`config.mk`:
```
export PLATFORM = sky130hd
export DESIGN_NAME = pet_needs_fsm_flat
export DESIGN_NICKNAME = d
export VERILOG_FILES = /design/src/rtl/pet_needs_fsm_if.sv /design/src/rtl/pet_needs_fsm.sv /design/src/flat_wrapper.sv
export SDC_FILE = /design/constraint.sdc
export NUM_CORES = 1
export LEC_CHECK = 0
export ABC_AREA = 1
export ABC_CLOCK_PERIOD_IN_PS = 2840
export BUFFER_PORTS_ARGS = -buffer_cell sky130_fd_sc_hd__buf_2
export CORE_MARGIN = 4
export CORE_UTILIZATION = 40
export CTS_BUF_LIST = sky130_fd_sc_hd__clkbuf_4
export DETAILED_ROUTE_END_ITERATION = 6
export HOLD_SLACK_MARGIN = 0.05
export PLACE_DENSITY = 0.65
export SYNTH_ARGS = -nofsm -noshare
export SYNTH_HDL_FRONTEND = slang
export SYNTH_SLANG_ARGS = --single-unit
```
`constraint.sdc`:
```
create_clock -name clk -period 2.84 [get_ports clk]
set_clock_uncertainty 0.1 [all_clocks]
set_input_delay 0.426 -clock clk [delete_from_list [all_inputs] [get_ports clk]]
set_output_delay 0.426 -clock clk [all_outputs]
set_load 0.05 [all_outputs]
```
`src/rtl/pet_needs_fsm_if.sv`:
```
// ---------------------------------------------------------------------------
// pet_needs_fsm_if
//
// Purpose: bundles the button inputs and the pet status outputs of
// pet_needs_fsm so the core and its environment connect through one port.
//
// Press/ack contract: b_comida / b_medicina are level signals from the
// debouncer. A press is the rising edge of the level; the core answers each
// accepted press with exactly one single-cycle ack_* pulse, issued in the same
// cycle the corresponding level changes. There is no back-pressure: a press
// that arrives while the pet is dead is dropped without an ack, and holding a
// button high never produces a second ack.
//
// Signals:
//   test         master->slave  accelerated-time mode
//   b_comida     master->slave  debounced food button (level, active high)
//   b_medicina   master->slave  debounced medicine button (level, active high)
//   comida_lvl   slave->master  hunger level, 0..LVL_MAX (LVL_MAX = full)
//   salud_lvl    slave->master  health level, 0..LVL_MAX
//   estado       slave->master  0=FELIZ 1=HAMBRE 2=ENFERMO 3=MUERTO
//   tick         slave->master  1-cycle pulse per (possibly accelerated) tick
//   ack_comida   slave->master  1-cycle pulse per accepted food press
//   ack_medicina slave->master  1-cycle pulse per accepted medicine press
//
// Modports: master = stimulus / button side, slave = pet_needs_fsm core.
// ---------------------------------------------------------------------------
interface pet_needs_fsm_if;
  logic       test;
  logic       b_comida;
  logic       b_medicina;
  logic [2:0] comida_lvl;
  logic [2:0] salud_lvl;
  logic [1:0] estado;
  logic       tick;
  logic       ack_comida;
  logic       ack_medicina;

  modport master (
    output test,
    output b_comida,
    output b_medicina,
    input  comida_lvl,
    input  salud_lvl,
    input  estado,
    input  tick,
    input  ack_comida,
    input  ack_medicina
  );

  modport slave (
    input  test,
    input  b_comida,
    input  b_medicina,
    output comida_lvl,
    output salud_lvl,
    output estado,
    output tick,
    output ack_comida,
    output ack_medicina
  );
endinterface

```
`src/rtl/pet_needs_fsm.sv`:
```
// ---------------------------------------------------------------------------
// pet_needs_fsm
//
// Purpose: keeps the virtual pet's hunger (comida) and health (salud) levels,
// decays them on a timer, applies one feed / heal step per button press and
// derives the mood state (estado) for the display and LED stages.
//
// Ports:
//   clk    in   system clock
//   reset  in   synchronous, active-high reset
//   pet    slave modport of pet_needs_fsm_if:
//            test, b_comida, b_medicina            (inputs)
//            comida_lvl, salud_lvl, estado, tick,
//            ack_comida, ack_medicina              (outputs)
//   The estado output is the FSM state register itself.
//
// Timing:
//   button rises -> registered (1 clk) -> edge-detected, level + ack update
//   (2 clk after the rise) -> estado follows from the levels (3 clk).
//
// Configuration macro:
//   PET_OVERFEED_EN  when defined, a food press while comida_lvl is already
//                    full costs one point of health (overfeeding). When
//                    undefined, such a press is acknowledged with no change.
// ---------------------------------------------------------------------------
module pet_needs_fsm #(
  parameter int TICK_CYCLES   = 50_000_000,
  parameter int TEST_DIV      = 10,
  parameter int LVL_MAX       = 5,
  parameter int LOW_TH        = 2,
  parameter int HUNGER_PERIOD = 10,
  parameter int SICK_PERIOD   = 20
) (
  input  logic            clk,
  input  logic            reset,
  pet_needs_fsm_if.slave  pet
);

  typedef enum logic [1:0] {
    FELIZ   = 2'd0,
    HAMBRE  = 2'd1,
    ENFERMO = 2'd2,
    MUERTO  = 2'd3
  } estado_e;

  // Counter widths and terminal counts
  localparam int PW = $clog2(TICK_CYCLES + 1);
  localparam int HW = $clog2(HUNGER_PERIOD + 1);
  localparam int SW = $clog2(SICK_PERIOD + 1);

  localparam logic [PW-1:0] P_NORM_M1 = PW'(TICK_CYCLES - 1);
  localparam logic [PW-1:0] P_TEST_M1 = PW'((TICK_CYCLES / TEST_DIV) - 1);
  localparam logic [HW-1:0] H_M1      = HW'(HUNGER_PERIOD - 1);
  localparam logic [SW-1:0] S_M1      = SW'(SICK_PERIOD - 1);

  localparam logic [2:0]        LVL_MAX_3 = 3'(LVL_MAX);
  localparam logic [2:0]        LOW_TH_3  = 3'(LOW_TH);
  localparam logic signed [4:0] LVL_MAX_S = 5'(LVL_MAX);

  // -------------------------------------------------------------------------
  // State
  // -------------------------------------------------------------------------
  logic          btn_c_q,      btn_c_d;
  logic          btn_c_prev_q, btn_c_prev_d;
  logic          btn_m_q,      btn_m_d;
  logic          btn_m_prev_q, btn_m_prev_d;
  logic          test_q,       test_d;
  logic [PW-1:0] presc_q,      presc_d;
  logic          tick_q,       tick_d;
  logic [HW-1:0] hunger_cnt_q, hunger_cnt_d;
  logic [SW-1:0] sick_cnt_q,   sick_cnt_d;
  logic [2:0]    comida_q,     comida_d;
  logic [2:0]    salud_q,      salud_d;
  logic          ack_c_q,      ack_c_d;
  logic          ack_m_q,      ack_m_d;
  estado_e       estado_q,     estado_d;

  // -------------------------------------------------------------------------
  // Combinational intermediates
  // -------------------------------------------------------------------------
  logic                 press_c;
  logic                 press_m;
  logic                 test_chg;
  logic [PW-1:0]        period_m1;
  logic                 hunger_dec;
  logic                 sick_dec;
  logic                 starve;
  logic                 overfeed;
  logic                 dead;
  logic signed [4:0]    comida_sum;
  logic signed [4:0]    salud_sum;
  logic [2:0]           comida_new;
  logic [2:0]           salud_new;

  // -------------------------------------------------------------------------
  // Next-state logic: buttons, prescaler, decay counters, levels
  // -------------------------------------------------------------------------
  always_comb begin
    btn_c_d      = pet.b_comida;
    btn_c_prev_d = btn_c_q;
    btn_m_d      = pet.b_medicina;
    btn_m_prev_d = btn_m_q;
    test_d       = pet.test;
    presc_d      = presc_q;
    tick_d       = 1'b0;
    hunger_cnt_d = hunger_cnt_q;
    sick_cnt_d   = sick_cnt_q;
    comida_d     = comida_q;
    salud_d      = salud_q;
    ack_c_d      = 1'b0;
    ack_m_d      = 1'b0;
    hunger_dec   = 1'b0;
    sick_dec     = 1'b0;
    starve       = 1'b0;
    overfeed     = 1'b0;
    comida_new   = comida_q;
    salud_new    = salud_q;
    comida_sum   = '0;
    salud_sum    = '0;

    // One press per rising edge of the registered button level
    press_c = btn_c_q & ~btn_c_prev_q;
    press_m = btn_m_q & ~btn_m_prev_q;

    // Prescaler. A change of test restarts the period from zero so the first
    // tick in the new mode is a full new-mode period away. The >= compare
    // keeps the wrap safe even if the count ever exceeds the shorter period.
    test_chg  = (pet.test != test_q);
    period_m1 = pet.test ? P_TEST_M1 : P_NORM_M1;
    if (test_chg) begin
      presc_d = '0;
    end else if (presc_q >= period_m1) begin
      presc_d = '0;
      tick_d  = 1'b1;
    end else begin
      presc_d = presc_q + 1'b1;
    end

    // Decay counters advance on the registered tick pulse
    if (tick_q) begin
      if (hunger_cnt_q >= H_M1) begin
        hunger_cnt_d = '0;
        hunger_dec   = 1'b1;
      end else begin
        hunger_cnt_d = hunger_cnt_q + 1'b1;
      end
      if (sick_cnt_q >= S_M1) begin
        sick_cnt_d = '0;
        sick_dec   = 1'b1;
      end else begin
        sick_cnt_d = sick_cnt_q + 1'b1;
      end
    end

    // Hunger: algebraic sum of press and decay, then clamp to 0..LVL_MAX.
    // A press and a decrement in the same cycle therefore cancel out.
    comida_sum = $signed({2'b00, comida_q})
               + $signed({4'b0000, press_c})
               - $signed({4'b0000, hunger_dec});
    if (comida_sum < 5'sd0) begin
      comida_new = 3'd0;
    end else if (comida_sum > LVL_MAX_S) begin
      comida_new = LVL_MAX_3;
    end else begin
      comida_new = comida_sum[2:0];
    end

    // Starvation: a hunger decrement that leaves the pet at empty also
    // costs a point of health.
    starve = hunger_dec && (comida_new == 3'd0);

`ifdef PET_OVERFEED_EN
    overfeed = press_c && (comida_q == LVL_MAX_3);
`else
    overfeed = 1'b0;
`endif

    // Health: every contribution of this cycle summed, then clamped
    salud_sum = $signed({2'b00, salud_q})
              + $signed({4'b0000, press_m})
              - $signed({4'b0000, sick_dec})
              - $signed({4'b0000, starve})
              - $signed({4'b0000, overfeed});
    if (salud_sum < 5'sd0) begin
      salud_new = 3'd0;
    end else if (salud_sum > LVL_MAX_S) begin
      salud_new = LVL_MAX_3;
    end else begin
      salud_new = salud_sum[2:0];
    end

    // Health reaching zero freezes the pet in the same cycle, so nothing
    // can revive it in the one cycle before estado registers MUERTO.
    dead = (estado_q == MUERTO) || (salud_q == 3'd0);
    if (!dead) begin
      comida_d = comida_new;
      salud_d  = salud_new;
      ack_c_d  = press_c;
      ack_m_d  = press_m;
    end
  end

  // -------------------------------------------------------------------------
  // estado FSM next state: priority decode of the registered levels,
  // MUERTO held until reset
  // -------------------------------------------------------------------------
  always_comb begin
    estado_d = estado_q;
    if (estado_q == MUERTO) begin
      estado_d = MUERTO;
    end else if (salud_q == 3'd0) begin
      estado_d = MUERTO;
    end else if (salud_q <= LOW_TH_3) begin
      estado_d = ENFERMO;
    end else if (comida_q <= LOW_TH_3) begin
      estado_d = HAMBRE;
    end else begin
      estado_d = FELIZ;
    end
  end

  // -------------------------------------------------------------------------
  // Registers
  // -------------------------------------------------------------------------
  always_ff @(posedge clk) begin
    if (reset) begin
      btn_c_q      <= 1'b0;
      btn_c_prev_q <= 1'b0;
      btn_m_q      <= 1'b0;
      btn_m_prev_q <= 1'b0;
      test_q       <= 1'b0;
      presc_q      <= '0;
      tick_q       <= 1'b0;
      hunger_cnt_q <= '0;
      sick_cnt_q   <= '0;
      comida_q     <= LVL_MAX_3;
      salud_q      <= LVL_MAX_3;
      ack_c_q      <= 1'b0;
      ack_m_q      <= 1'b0;
      estado_q     <= FELIZ;
    end else begin
      btn_c_q      <= btn_c_d;
      btn_c_prev_q <= btn_c_prev_d;
      btn_m_q      <= btn_m_d;
      btn_m_prev_q <= btn_m_prev_d;
      test_q       <= test_d;
      presc_q      <= presc_d;
      tick_q       <= tick_d;
      hunger_cnt_q <= hunger_cnt_d;
      sick_cnt_q   <= sick_cnt_d;
      comida_q     <= comida_d;
      salud_q      <= salud_d;
      ack_c_q      <= ack_c_d;
      ack_m_q      <= ack_m_d;
      estado_q     <= estado_d;
    end
  end

  // -------------------------------------------------------------------------
  // Outputs
  // -------------------------------------------------------------------------
  assign pet.comida_lvl   = comida_q;
  assign pet.salud_lvl    = salud_q;
  assign pet.estado       = estado_q;
  assign pet.tick         = tick_q;
  assign pet.ack_comida   = ack_c_q;
  assign pet.ack_medicina = ack_m_q;

endmodule
```
`src/flat_wrapper.sv`:
```
// flat-port wrapper written by rule: the top's interface ports become plain ports
module pet_needs_fsm_flat 
#(
  parameter int TICK_CYCLES   = 50_000_000,
  parameter int TEST_DIV      = 10,
  parameter int LVL_MAX       = 5,
  parameter int LOW_TH        = 2,
  parameter int HUNGER_PERIOD = 10,
  parameter int SICK_PERIOD   = 20
)
  (clk, reset, pet_test, pet_b_comida, pet_b_medicina, pet_comida_lvl, pet_salud_lvl, pet_estado, pet_tick, pet_ack_comida, pet_ack_medicina);
  pet_needs_fsm_if pet_i ();
  input  logic clk;
  input  logic reset;
  input wire logic [$bits(pet_i.test)-1:0] pet_test;
  input wire logic [$bits(pet_i.b_comida)-1:0] pet_b_comida;
  input wire logic [$bits(pet_i.b_medicina)-1:0] pet_b_medicina;
  output wire logic [$bits(pet_i.comida_lvl)-1:0] pet_comida_lvl;
  output wire logic [$bits(pet_i.salud_lvl)-1:0] pet_salud_lvl;
  output wire logic [$bits(pet_i.estado)-1:0] pet_estado;
  output wire logic [$bits(pet_i.tick)-1:0] pet_tick;
  output wire logic [$bits(pet_i.ack_comida)-1:0] pet_ack_comida;
  output wire logic [$bits(pet_i.ack_medicina)-1:0] pet_ack_medicina;
  assign pet_i.test = pet_test;
  assign pet_i.b_comida = pet_b_comida;
  assign pet_i.b_medicina = pet_b_medicina;
  assign pet_comida_lvl = pet_i.comida_lvl;
  assign pet_salud_lvl = pet_i.salud_lvl;
  assign pet_estado = pet_i.estado;
  assign pet_tick = pet_i.tick;
  assign pet_ack_comida = pet_i.ack_comida;
  assign pet_ack_medicina = pet_i.ack_medicina;
  pet_needs_fsm #(.TICK_CYCLES(TICK_CYCLES), .TEST_DIV(TEST_DIV), .LVL_MAX(LVL_MAX), .LOW_TH(LOW_TH), .HUNGER_PERIOD(HUNGER_PERIOD), .SICK_PERIOD(SICK_PERIOD)) u_core (.clk(clk), .reset(reset), .pet(pet_i));
endmodule
```
==> results of run 1 <==
[report_power, final]
group          total [mW]  switching, mW  leakage (nW)  internal, mW
clock               0.515          0.241        0.0514         0.274
sequential          0.731        0.00710         0.415         0.724
combinational      0.0985         0.0655          1.06        0.0330
total                1.34          0.314          1.53          1.03
[metrics by stage]
stage,power [mW],hold slack (ps)
final,1.34,135
after global routing,1.40,134
after CTS,1.36,128
after detailed placement,0.839,316
after global placement,0.839,309
after floorplan,0.816,297
[sequential cells by signal, indices dropped and copies added (netlist names)]
| signal | count |
|---|---|
| u_core.pet.ack_medicina | 1 |
| u_core.pet.ack_comida | 1 |
| u_core.btn_m_prev_d | 1 |
| u_core.btn_c_prev_d | 1 |
| u_core.pet.salud_lvl | 3 |
| u_core.hunger_cnt_q | 4 |
| u_core.btn_c_prev_q | 1 |
| u_core.btn_m_prev_q | 1 |
| u_core.pet.tick | 1 |
| u_core.pet.comida_lvl | 3 |
| u_core.presc_q | 26 |
| u_core.sick_cnt_q | 5 |
| u_core.pet.estado | 2 |
| u_core.test_q | 1 |
[worst min-delay path by stage]
stage	cells after the start	start	slack, ps	endpoint
2_1_floorplan	1	u_core.btn_m_prev_q	300	u_core.pet.ack_medicina
5_1_grt	3	pet_b_medicina	130	u_core.btn_m_prev_d
4_1_cts	3	pet_b_medicina	130	u_core.btn_m_prev_d
3_5_place_dp	1	u_core.btn_m_prev_q	320	u_core.pet.ack_medicina
6_report	3	pet_b_medicina	140	u_core.btn_m_prev_d
3_3_place_gp	1	u_core.btn_m_prev_q	310	u_core.pet.ack_medicina
[worst min-delay path, cell delays in order]
cell    delay, ps
buf_2         100
inv_1          40
nor2_1         30
[cell usage in the layout, fill, tap and decap left out, types with 2 or more instances in the layout]
master and instances:
nand4_1 6, nand2_2 10, buf_4 14, dfxtp_1 46, inv_2 5, a21oi_1 13
o21ai_0 2, clkbuf_4 5, buf_2 15, nand2_1 129, ha_4 4, a21oi_2 2
nor2_2 9, nand3b_1 5, inv_1 51, nand3_2 6, dfxtp_2 4, xor2_1 13
nand3_1 19, nor2_1 82, xnor2_1 10, bufinv_16 2, ha_1 20, nor3_1 6
[kinds of logic after synthesis]
| kind of cell | Yosys count | share of synthesized area, % |
|---|---|---|
| AND/OR/NAND/NOR | 277 | 38.1 |
| AO/OA/AOI/OAI | 21 | 3.76 |
| flip-flops | 51 | 33.0 |
| XOR/XNOR | 23 | 6.52 |
| adder cells (fa/ha/maj) | 26 | 10.8 |
| buffers and inverters | 60 | 7.81 |
[repair_timing]
item,CTS,global route
setup endpoints to repair,3,3
pin swaps,11,22
gates cloned,0,0
resized for setup,8,16
hold endpoints to repair,0,0
buffers inserted,3,3
[metal layers]
layer / wire length (µm) / part of all wire, %
met1: 3030 / 45
met5: 0 / 0
met4: 123 / 1.8
met3: 312 / 4.7
met2: 3220 / 48
[layout make-up]
cell class                      count  area share (%)
Timing Repair Buffer               30            5.31
Inverter                           56            5.83
Clock buffer                        5            1.04
Sequential cell                    51            28.5
Tap cell                           99            3.43
Clock inverter                      3            1.87
Multi-Input combinational cell    347            54.0
==> metrics.txt, run 1 <==
outcome=complete, but fails checks; failing checks=setup timing; CP max-delay cell=fa_2; Via Count=2794; ranking of synthesized cells by area=dfxtp_1 33%, nand2_1 17%, nor2_1 10%; DRC viols=0; vias in the first global route=roughly 2600; global routing's busiest layer=met2; io pins=16; DR WL/cell=approximately 11 µm; Synth Cell Area=just over 3000 µm²; Final Cell Area=around 3600 µm²; PD cells=approximately 370 nW/µm²; leakage dissipation=1.53 nW; WP depth=21; CTS tree=yes; CTS clk-pin slew, worst paths=approximately 150 ps; synthesized area per cell=between 6 and 7 µm²; dpl cell area=3370 µm²; CP max stage delay=about 360 ps; first-pass GRT wire length=11000 µm; register area share after synthesis=between 30% and 40%; worst path bufs/invs=3; post-synthesis cell type count=29; Critical path origin=u_core.hunger_cnt_q[1]; Nets=522; die area=slightly above 9000 µm²; synth cell count leaders=136 x nand2_1, 84 x nor2_1, 56 x inv_1; synthesized flop and latch total=51; Synth area leader=dfxtp_1; Skew-Pair Late Insertion Delay=between 300 and 400 ps; DRT Pass-1 Iters=5; Initial Util=a little over two fifths; met1 GRT Util=19.3%; num rows=31; Most used DFF post-synth=dfxtp_1; Register-to-Register Path Depth=21; PortBufs=15; largest net degree at the start of global routing=27; most numerous cell in the Yosys netlist=nand2_1; grt met2 use=between 20% and 30%; Final Critical Period=2980 ps; Gate Count Post-Synth=between 400 and 500; reg2reg end=u_core.pet.salud_lvl[2]; Fmax=about 340 MHz; critical path endpoint category=register; crit path kind=register to register; setup tns final=-284 ps; CTS sink count=51; CP Max Fanout=3; Post-CTS Hold Fix Bufs=0; Detailed Route WL=between 6000 and 7000 µm; Worst Max-Slew Pin Slew=438 ps; 1st-iter DRT viols=approximately 110; Min-Delay Path Class=primary input to register; GRT met3 Usage=2.66%; asr flop ratio synth=0%; Reg area=about 1000 µm²; R2R Path Start=u_core.hunger_cnt_q[1]; Worst Setup Slack, final=-140 ps; Post-DP HPWL=just under 5000 µm; final hold vios=0; Final Slew Violations=0; Post-synth EDFFs=0; relative slew slack=slightly above 70%; antenna violations before repair=0; unrepaired setup endpoints after global routing=yes; Critical Path End=u_core.pet.salud_lvl[2]; share of the synthesized area in the top cell type=~33%; Antenna Cells=0; Die Span Y=roughly 96 µm; Via density=~4.7; startpoint type of the worst setup path=register; VDD IR-drop max=0.242 mV; post-route ant nets=0; number of CTS-inserted buffers=5; max cap viols=0; area delta synth->final=16.7%; fin crit share=105%; Placement Setup Slack=-111 ps; H-tree levels=2; multi-input logic area=a little under 2000 µm²; FILL cells=roughly 750; Synth Net Count=around 490; critical path required time=3030 ps; Non-Filler Instances=~590; Core Box Area=about 7400 µm²; All-Layer GR Usage=between 10 and 15%; Root Driver=clkbuf_4; global placer's final weighted congestion=a little under 0.9; crit-path most repeated cell=nand2_1; share of cells above drive strength 1=17.5%; flop2flop setup slack=-140 ps; final core occ=48.9%; WP data arrival=between 3000 and 4000 ps; die width=between 90 and 100 µm; Ys Warns=0; final setup fails=3; grt total ovfl=0; crit-path cells=inv_2 -> ha_4 -> nand2_2 -> o21ai_2 -> nor2_2 -> ha_4 -> buf_6 -> buf_4 -> nand4_1 -> nand3_2 -> a21oi_2 -> nand2_1 -> fa_2 -> nor2_2 -> nand2_1 -> nand2_2 -> nand2_1 -> nor2_1 -> nor2_1 -> nor2_1 -> nand2_1; maximum clock insertion buffer count=2; placed cells=between 500 and 600; CP top delay family=simple AND/OR/NAND/NOR gates
(Power assumes the default switching activity.)
==> run 2, diff against run 1 <==
ABC_AREA = default   (was 1)
CTS_CLUSTER_SIZE = 25   (was default)
SKIP_CTS_REPAIR_TIMING = 1   (was default)
==> run 2 against run 1 <==
Net effect:
- combinational power shrank 3.0%
- sequential share of layout area is 2.4 points higher
- maximum frequency decreased by 13%
- clock-buffer cell count stayed put
- global-route usage is 0.77 points lower
- the run still ends with setup timing left
- first-iteration DRC count shrank 0.93%
==> metrics.txt, run 2 <==
Int Pwr=947 µW (was 1.03 mW); global placer's final weighted congestion=0.819 (was 0.865); CP top delay family=adder cells (was simple AND/OR/NAND/NOR gates); CTS tree=yes (unchanged); Skew-Pair Late Insertion Delay=380 ps (was 370 ps); DRC viols=0 (unchanged); failing checks=setup timing (unchanged); Non-Filler Instances=438 (was 591); crit path kind=register to register (unchanged); fin crit share=121% (was 105%); leakage dissipation=1.30 nW (was 1.53 nW); ranking of synthesized cells by area=dfxtp_1 36%, ha_1 11%, xnor2_1 6.5% (was dfxtp_1 33%, nand2_1 17%, nor2_1 10%); Post-DP HPWL=4070 µm (was 4870 µm); crit-path cells=inv_2 -> ha_4 -> nor2_4 -> a21boi_2 -> and2_4 -> ha_4 -> ha_4 -> xnor2_4 -> xnor2_2 -> a211oi_2 -> a31o_2 -> nand2_2 -> fa_2 -> inv_2 -> ha_4 -> xor2_4 -> xnor2_2 -> nor2_1 -> nor3_1 -> o21ai_1 (was inv_2 -> ha_4 -> nand2_2 -> o21ai_2 -> nor2_2 -> ha_4 -> buf_6 -> buf_4 -> nand4_1 -> nand3_2 -> a21oi_2 -> nand2_1 -> fa_2 -> nor2_2 -> nand2_1 -> nand2_2 -> nand2_1 -> nor2_1 -> nor2_1 -> nor2_1 -> nand2_1); Reg area=1030 µm² (unchanged); FILL cells=675 (was 748); synth cell count leaders=51 x dfxtp_1, 33 x nor3_1, 25 x ha_1 (was 136 x nand2_1, 84 x nor2_1, 56 x inv_1); CP max stage delay=360 ps (about the same); Root Driver=clkbuf_4 (unchanged); final hold vios=0 (unchanged); Most used DFF post-synth=dfxtp_1 (unchanged); VDD IR-drop max=0.141 mV (was 0.242 mV); Largest register FFs=26 (unchanged); Fmax=291 MHz (was 336 MHz); final core occ=48.7% (was 48.9%); final setup fails=3 (unchanged); most numerous cell in the Yosys netlist=dfxtp_1 (was nand2_1); io pins=16 (unchanged); Gate Count Post-Synth=310 (was 458); relative slew slack=15.6% (was 70.8%); Worst Max-Slew Pin Slew=1260 ps (was 438 ps); PD cells=378 nW/µm² (was 373 nW/µm²); critical path required time=3030 ps (about the same); critical path endpoint category=register (unchanged); multi-input logic area=1820 µm² (was 1950 µm²); die area=8440 µm² (was 9200 µm²); DR WL/cell=12.8 µm (was 11.3 µm); Placement Setup Slack=-588 ps (was -111 ps); Die Span Y=91.9 µm (was 95.9 µm); power share of the clock group=34.4% (was 38.3%); first-pass GRT wire length=10000 µm (was 11000 µm); num rows=30 (was 31); Min-Delay Path Class=primary input to register (unchanged); share of the synthesized area in the top cell type=36.3% (was 33.0%); Initial Util=41.2% (was 42.0%); most frequent cells in the layout=46 x dfxtp_1, 33 x nor3_1, 23 x nor2_1 (was 129 x nand2_1, 82 x nor2_1, 51 x inv_1); max cap viols=0 (unchanged); CP max-delay cell=dfxtp_2 (was fa_2); total power=1.26 mW (was 1.34 mW); 1st-iter DRT viols=107 (was 108); WP data arrival=3630 ps (was 3170 ps); CP Max Fanout=3 (unchanged); post-route ant nets=0 (unchanged); PortBufs=15 (unchanged); Sw Ratio=24.6% (was 23.3%); area delta synth->final=18.2% (was 16.7%); Core Box Area=6830 µm² (was 7370 µm²); post-synthesis cell type count=51 (was 29); All-Layer GR Usage=14.2% (was 14.9%); Final Critical Period=3440 ps (was 2980 ps); H-tree levels=2 (unchanged); Detailed Route WL=5630 µm (was 6680 µm); Worst Setup Slack, final=-596 ps (was -140 ps); Antenna Cells=0 (unchanged); Synth Cell Area=2820 µm² (was 3090 µm²); outcome=complete, but fails checks (unchanged); number of CTS-inserted buffers=5 (unchanged); synthesized flop and latch total=51 (unchanged); DRT Pass-1 Iters=4 (was 5); CTS clk-pin slew, worst paths=160 ps (was 150 ps); Ys Warns=0 (unchanged); Reg with most FFs=u_core.presc_q (unchanged); placed cells=430 (was 577); Synth Net Count=341 (was 489); Final Slew Violations=0 (unchanged); dpl cell area=3180 µm² (was 3370 µm²); vias in the first global route=2220 (was 2555); worst path bufs/invs=2 (was 3); most common cell after layout, fill and taps aside=dfxtp_1 (was nand2_1); Nets=372 (was 522); proportion of power drawn by combinational gates=7.6% (was 7.3%); asr flop ratio synth=0% (unchanged); setup tns final=-1510 ps (was -284 ps); maximum clock insertion buffer count=2 (unchanged); Top Registers=u_core.presc_q x26, u_core.sick_cnt_q x5, u_core.hunger_cnt_q x4 (unchanged); crit-path most repeated cell=ha_4 (was nand2_1); share of cells above drive strength 1=23.4% (was 17.5%); Synth area leader=dfxtp_1 (unchanged); Reg power frac=58.0% (was 54.4%); WHS=139 ps (was 135 ps); register area share after synthesis=36.3% (was 33.0%); unrepaired setup endpoints after global routing=yes (unchanged); antenna violations before repair=0 (unchanged); grt total ovfl=0 (unchanged); Final Cell Area=3330 µm² (was 3610 µm²); Psw=310 µW (was 314 µW); Post-synth EDFFs=0 (unchanged); Via Count=2240 (was 2794); startpoint type of the worst setup path=register (unchanged); largest net degree at the start of global routing=23 (was 27); die width=91.9 µm (was 95.9 µm); CTS sink count=51 (unchanged); Via density=5.11 (was 4.73); synthesized area per cell=9.08 µm² (was 6.75 µm²)
==> run 2: changes by cell type after synthesis, sizes merged, moves of 8 or more <==
cell	before	now
nand3	26	10
nor2	92	24
nor2b	0	8
inv	56	12
xnor2	10	21
nor3	6	34
nand2	139	18
a21oi	15	7
==> run 2: final cells by class <==
| class | instances | share of cell area [%] |
|---|---|---|
| well taps | 96 | 3.61 |
| clock buffers | 5 | 1.13 |
| repair buffers | 36 | 6.99 |
| inverters | 12 | 1.35 |
| flip-flops and latches | 51 | 30.9 |
| multi-input cells | 235 | 54.7 |
| clock inverters | 3 | 1.32 |
==> run 2: cells by family after synthesis <==
group	count (synthesis)	synth area share [%]
AND/OR/NAND/NOR	131	26.0
flip-flops	51	36.3
AO/OA/AOI/OAI	41	10.0
XOR/XNOR	35	10.9
adder cells (fa/ha/maj)	26	11.8
buffers and inverters	24	4.27
multiplexers	2	0.711
==> run 2: power by group through the flow <==
stage	logic [mW]	registers [mW]	clock network (mW)
global placement	0.0938	0.744	0
detailed placement	0.0949	0.744	0
floorplan	0.0521	0.756	0
CTS	0.0955	0.729	0.448
finish	0.0955	0.729	0.432
global route	0.109	0.730	0.473
==> run 2: per-layer routing <==
layer | track usage (%) | vias to the layer above | share of wire, %
met3 | 2.46 | 6 | 2.9
met4 | 3.96 | 0 | 1.2
met1 | 19.0 | 1047 | 50
li1 | - | 1168 | -
met2 | 23.4 | 19 | 46
met5 | 0 | - | 0
==> run 2: final timing paths <==
check,startpoint,endpoint,slack [ps],cells after the start
setup / recovery,u_core.hunger_cnt_q[1],u_core.pet.salud_lvl[0],-600,20
hold / removal,pet_b_comida,u_core.btn_c_prev_d,140,2
setup reg to reg,u_core.hunger_cnt_q[1],u_core.pet.salud_lvl[0],-600,20
hold reg to reg,u_core.btn_m_prev_d,u_core.btn_m_prev_q,350,1
==> run 3, diff against run 2 <==
ABC_CLOCK_PERIOD_IN_PS = 3050   (was 2840)
CAP_MARGIN = 0   (was default)
clock period = 3.05 ns   (was 2.84 ns; I/O delays follow)
==> run 3 against run 2 <==
Net effect:
- the flow still finishes with violations (setup timing)
- sequential power down 7.0%
- clock-buffer cell count up 1
- critical endpoint unchanged
- global-route usage down 0.75 points
- final area down 2.7%
- critical path type unchanged
==> metrics.txt, run 3 (synthesis results as in run 2) <==
most common cell after layout, fill and taps aside=dfxtp_1 (unchanged); grt total ovfl=0 (unchanged); Initial Util=41.2% (unchanged); Reg power frac=63.2% (was 58.0%); Final Slew Violations=0 (unchanged); post-route ant nets=0 (unchanged); crit-path cells=inv_2 -> ha_4 -> nor2_4 -> a21boi_2 -> and2_4 -> ha_4 -> ha_4 -> xnor2_4 -> xnor2_2 -> a211oi_2 -> a31o_2 -> nand2_2 -> fa_2 -> inv_2 -> ha_4 -> xor2_2 -> xnor2_2 -> nor2_1 -> nor3_1 -> o21ai_1 (was inv_2 -> ha_4 -> nor2_4 -> a21boi_2 -> and2_4 -> ha_4 -> ha_4 -> xnor2_4 -> xnor2_2 -> a211oi_2 -> a31o_2 -> nand2_2 -> fa_2 -> inv_2 -> ha_4 -> xor2_4 -> xnor2_2 -> nor2_1 -> nor3_1 -> o21ai_1); DRC viols=0 (unchanged); Sw Ratio=25.4% (was 24.6%); WHS=191 ps (was 139 ps); Reg area=1030 µm² (about the same); Final Cell Area=3240 µm² (was 3330 µm²); final core occ=47.4% (was 48.7%); multi-input logic area=1810 µm² (was 1820 µm²); proportion of power drawn by combinational gates=7.8% (was 7.6%); largest net degree at the start of global routing=21 (was 23); global placer's final weighted congestion=0.814 (was 0.819); share of cells above drive strength 1=20.8% (was 23.4%); Via density=5.24 (was 5.11); Die Span Y=91.9 µm (unchanged); worst path bufs/invs=2 (unchanged); first-pass GRT wire length=9490 µm (was 10000 µm); Nets=366 (was 372); PD cells=331 nW/µm² (was 378 nW/µm²); PortBufs=15 (unchanged); die width=91.9 µm (unchanged); antenna violations before repair=0 (unchanged); final setup fails=3 (unchanged); CP top delay family=adder cells (unchanged); startpoint type of the worst setup path=register (unchanged); Via Count=2262 (was 2240); Top Registers=u_core.presc_q x26, u_core.sick_cnt_q x5, u_core.hunger_cnt_q x4 (unchanged); io pins=16 (unchanged); unrepaired setup endpoints after global routing=yes (unchanged); Antenna Cells=0 (unchanged); CP max-delay cell=dfxtp_2 (unchanged); final hold vios=0 (unchanged); Final Critical Period=3340 ps (was 3440 ps); leakage dissipation=1.26 nW (was 1.30 nW); Worst Setup Slack, final=-291 ps (was -596 ps); Psw=273 µW (was 310 µW); relative slew slack=37.1% (was 15.6%); number of CTS-inserted buffers=5 (unchanged); critical path endpoint category=register (unchanged); CTS tree=yes (unchanged); Root Driver=clkbuf_4 (unchanged); Detailed Route WL=5410 µm (was 5630 µm); CTS clk-pin slew, worst paths=150 ps (was 160 ps); All-Layer GR Usage=13.4% (was 14.2%); CTS sink count=51 (unchanged); CP max stage delay=360 ps (about the same); vias in the first global route=2159 (was 2220); failing checks=setup timing (unchanged); Post-DP HPWL=3880 µm (was 4070 µm); FILL cells=675 (unchanged); VDD IR-drop max=0.137 mV (was 0.141 mV); dpl cell area=3120 µm² (was 3180 µm²); 1st-iter DRT viols=52 (was 107); WP data arrival=3510 ps (was 3630 ps); CP Max Fanout=3 (unchanged); max cap viols=0 (unchanged); Skew-Pair Late Insertion Delay=360 ps (was 380 ps); maximum clock insertion buffer count=2 (unchanged); fin crit share=110% (was 121%); die area=8440 µm² (unchanged); Min-Delay Path Class=primary input to register (unchanged); outcome=complete, but fails checks (unchanged); power share of the clock group=28.9% (was 34.4%); critical path required time=3220 ps (was 3030 ps); DR WL/cell=12.5 µm (was 12.8 µm); Worst Max-Slew Pin Slew=940 ps (was 1260 ps); DRT Pass-1 Iters=4 (unchanged); Reg with most FFs=u_core.presc_q (unchanged); crit-path most repeated cell=ha_4 (unchanged); crit path kind=register to register (unchanged); Fmax=299 MHz (was 291 MHz); num rows=30 (unchanged); Int Pwr=800 µW (was 947 µW); Largest register FFs=26 (unchanged); H-tree levels=2 (unchanged); Core Box Area=6830 µm² (unchanged); most frequent cells in the layout=47 x dfxtp_1, 33 x nor3_1, 23 x nor2_1 (was 46 x dfxtp_1, 33 x nor3_1, 23 x nor2_1); area delta synth->final=15.1% (was 18.2%)
run 3: changes by cell type in the layout (fill, tap and decap cells not counted), sizes merged:
cell and delta:
buf -6, bufinv -1, clkbuf +1
run 3: cell type report:
| type | count | share of cell area, % |
|---|---|---|
| Clock buffer | 6 | 1.39 |
| Clock inverter | 2 | 0.232 |
| Inverter | 12 | 1.39 |
| Multi-Input combinational cell | 235 | 55.7 |
| Sequential cell | 51 | 31.7 |
| Tap cell | 96 | 3.71 |
| Timing Repair Buffer | 30 | 5.79 |
run 3: power by group through the flow:
stage	Sequential, mW	Combinational (mW)	Clock, mW
floorplan	0.704	0.0485	0
global placement	0.693	0.0832	0
detailed placement	0.693	0.0844	0
CTS	0.679	0.0846	0.322
global route	0.680	0.0943	0.345
finish	0.678	0.0841	0.310
run 3: per-layer routing:
metal | wire length, µm | share of wire [%] | track usage, % | up-vias
met1 | 2730 | 50 | 17.4 | 1072
met4 | 73 | 1.3 | 4.58 | 0
met3 | 139 | 2.6 | 2.46 | 7
met2 | 2470 | 46 | 22.4 | 28
met5 | 0 | 0 | 0 | -
li1 | - | - | - | 1155
run 3: through the flow:
| stage | power, mW | TNS [ps] | setup slack [ps] | std cells |
|---|---|---|---|---|
| floorplan | 0.752 | -626 | -228 | 310 |
| CTS | 1.08 | -943 | -375 | 430 |
| detailed placement | 0.777 | -900 | -344 | 422 |
| global placement | 0.776 | -609 | -225 | 422 |
| global route | 1.12 | -1290 | -488 | 432 |
| finish | 1.07 | -752 | -291 | 432 |
run 3: final timing paths:
check             slack [ps]                   start                 endpoint  cells past startpoint
setup reg to reg        -290  u_core.hunger_cnt_q[1]  u_core.pet.salud_lvl[0]                     20
setup / recovery        -290  u_core.hunger_cnt_q[1]  u_core.pet.salud_lvl[0]                     20
hold / removal           190            pet_b_comida      u_core.btn_c_prev_d                      2
hold reg to reg          370       u_core.presc_q[0]        u_core.presc_q[0]                      1
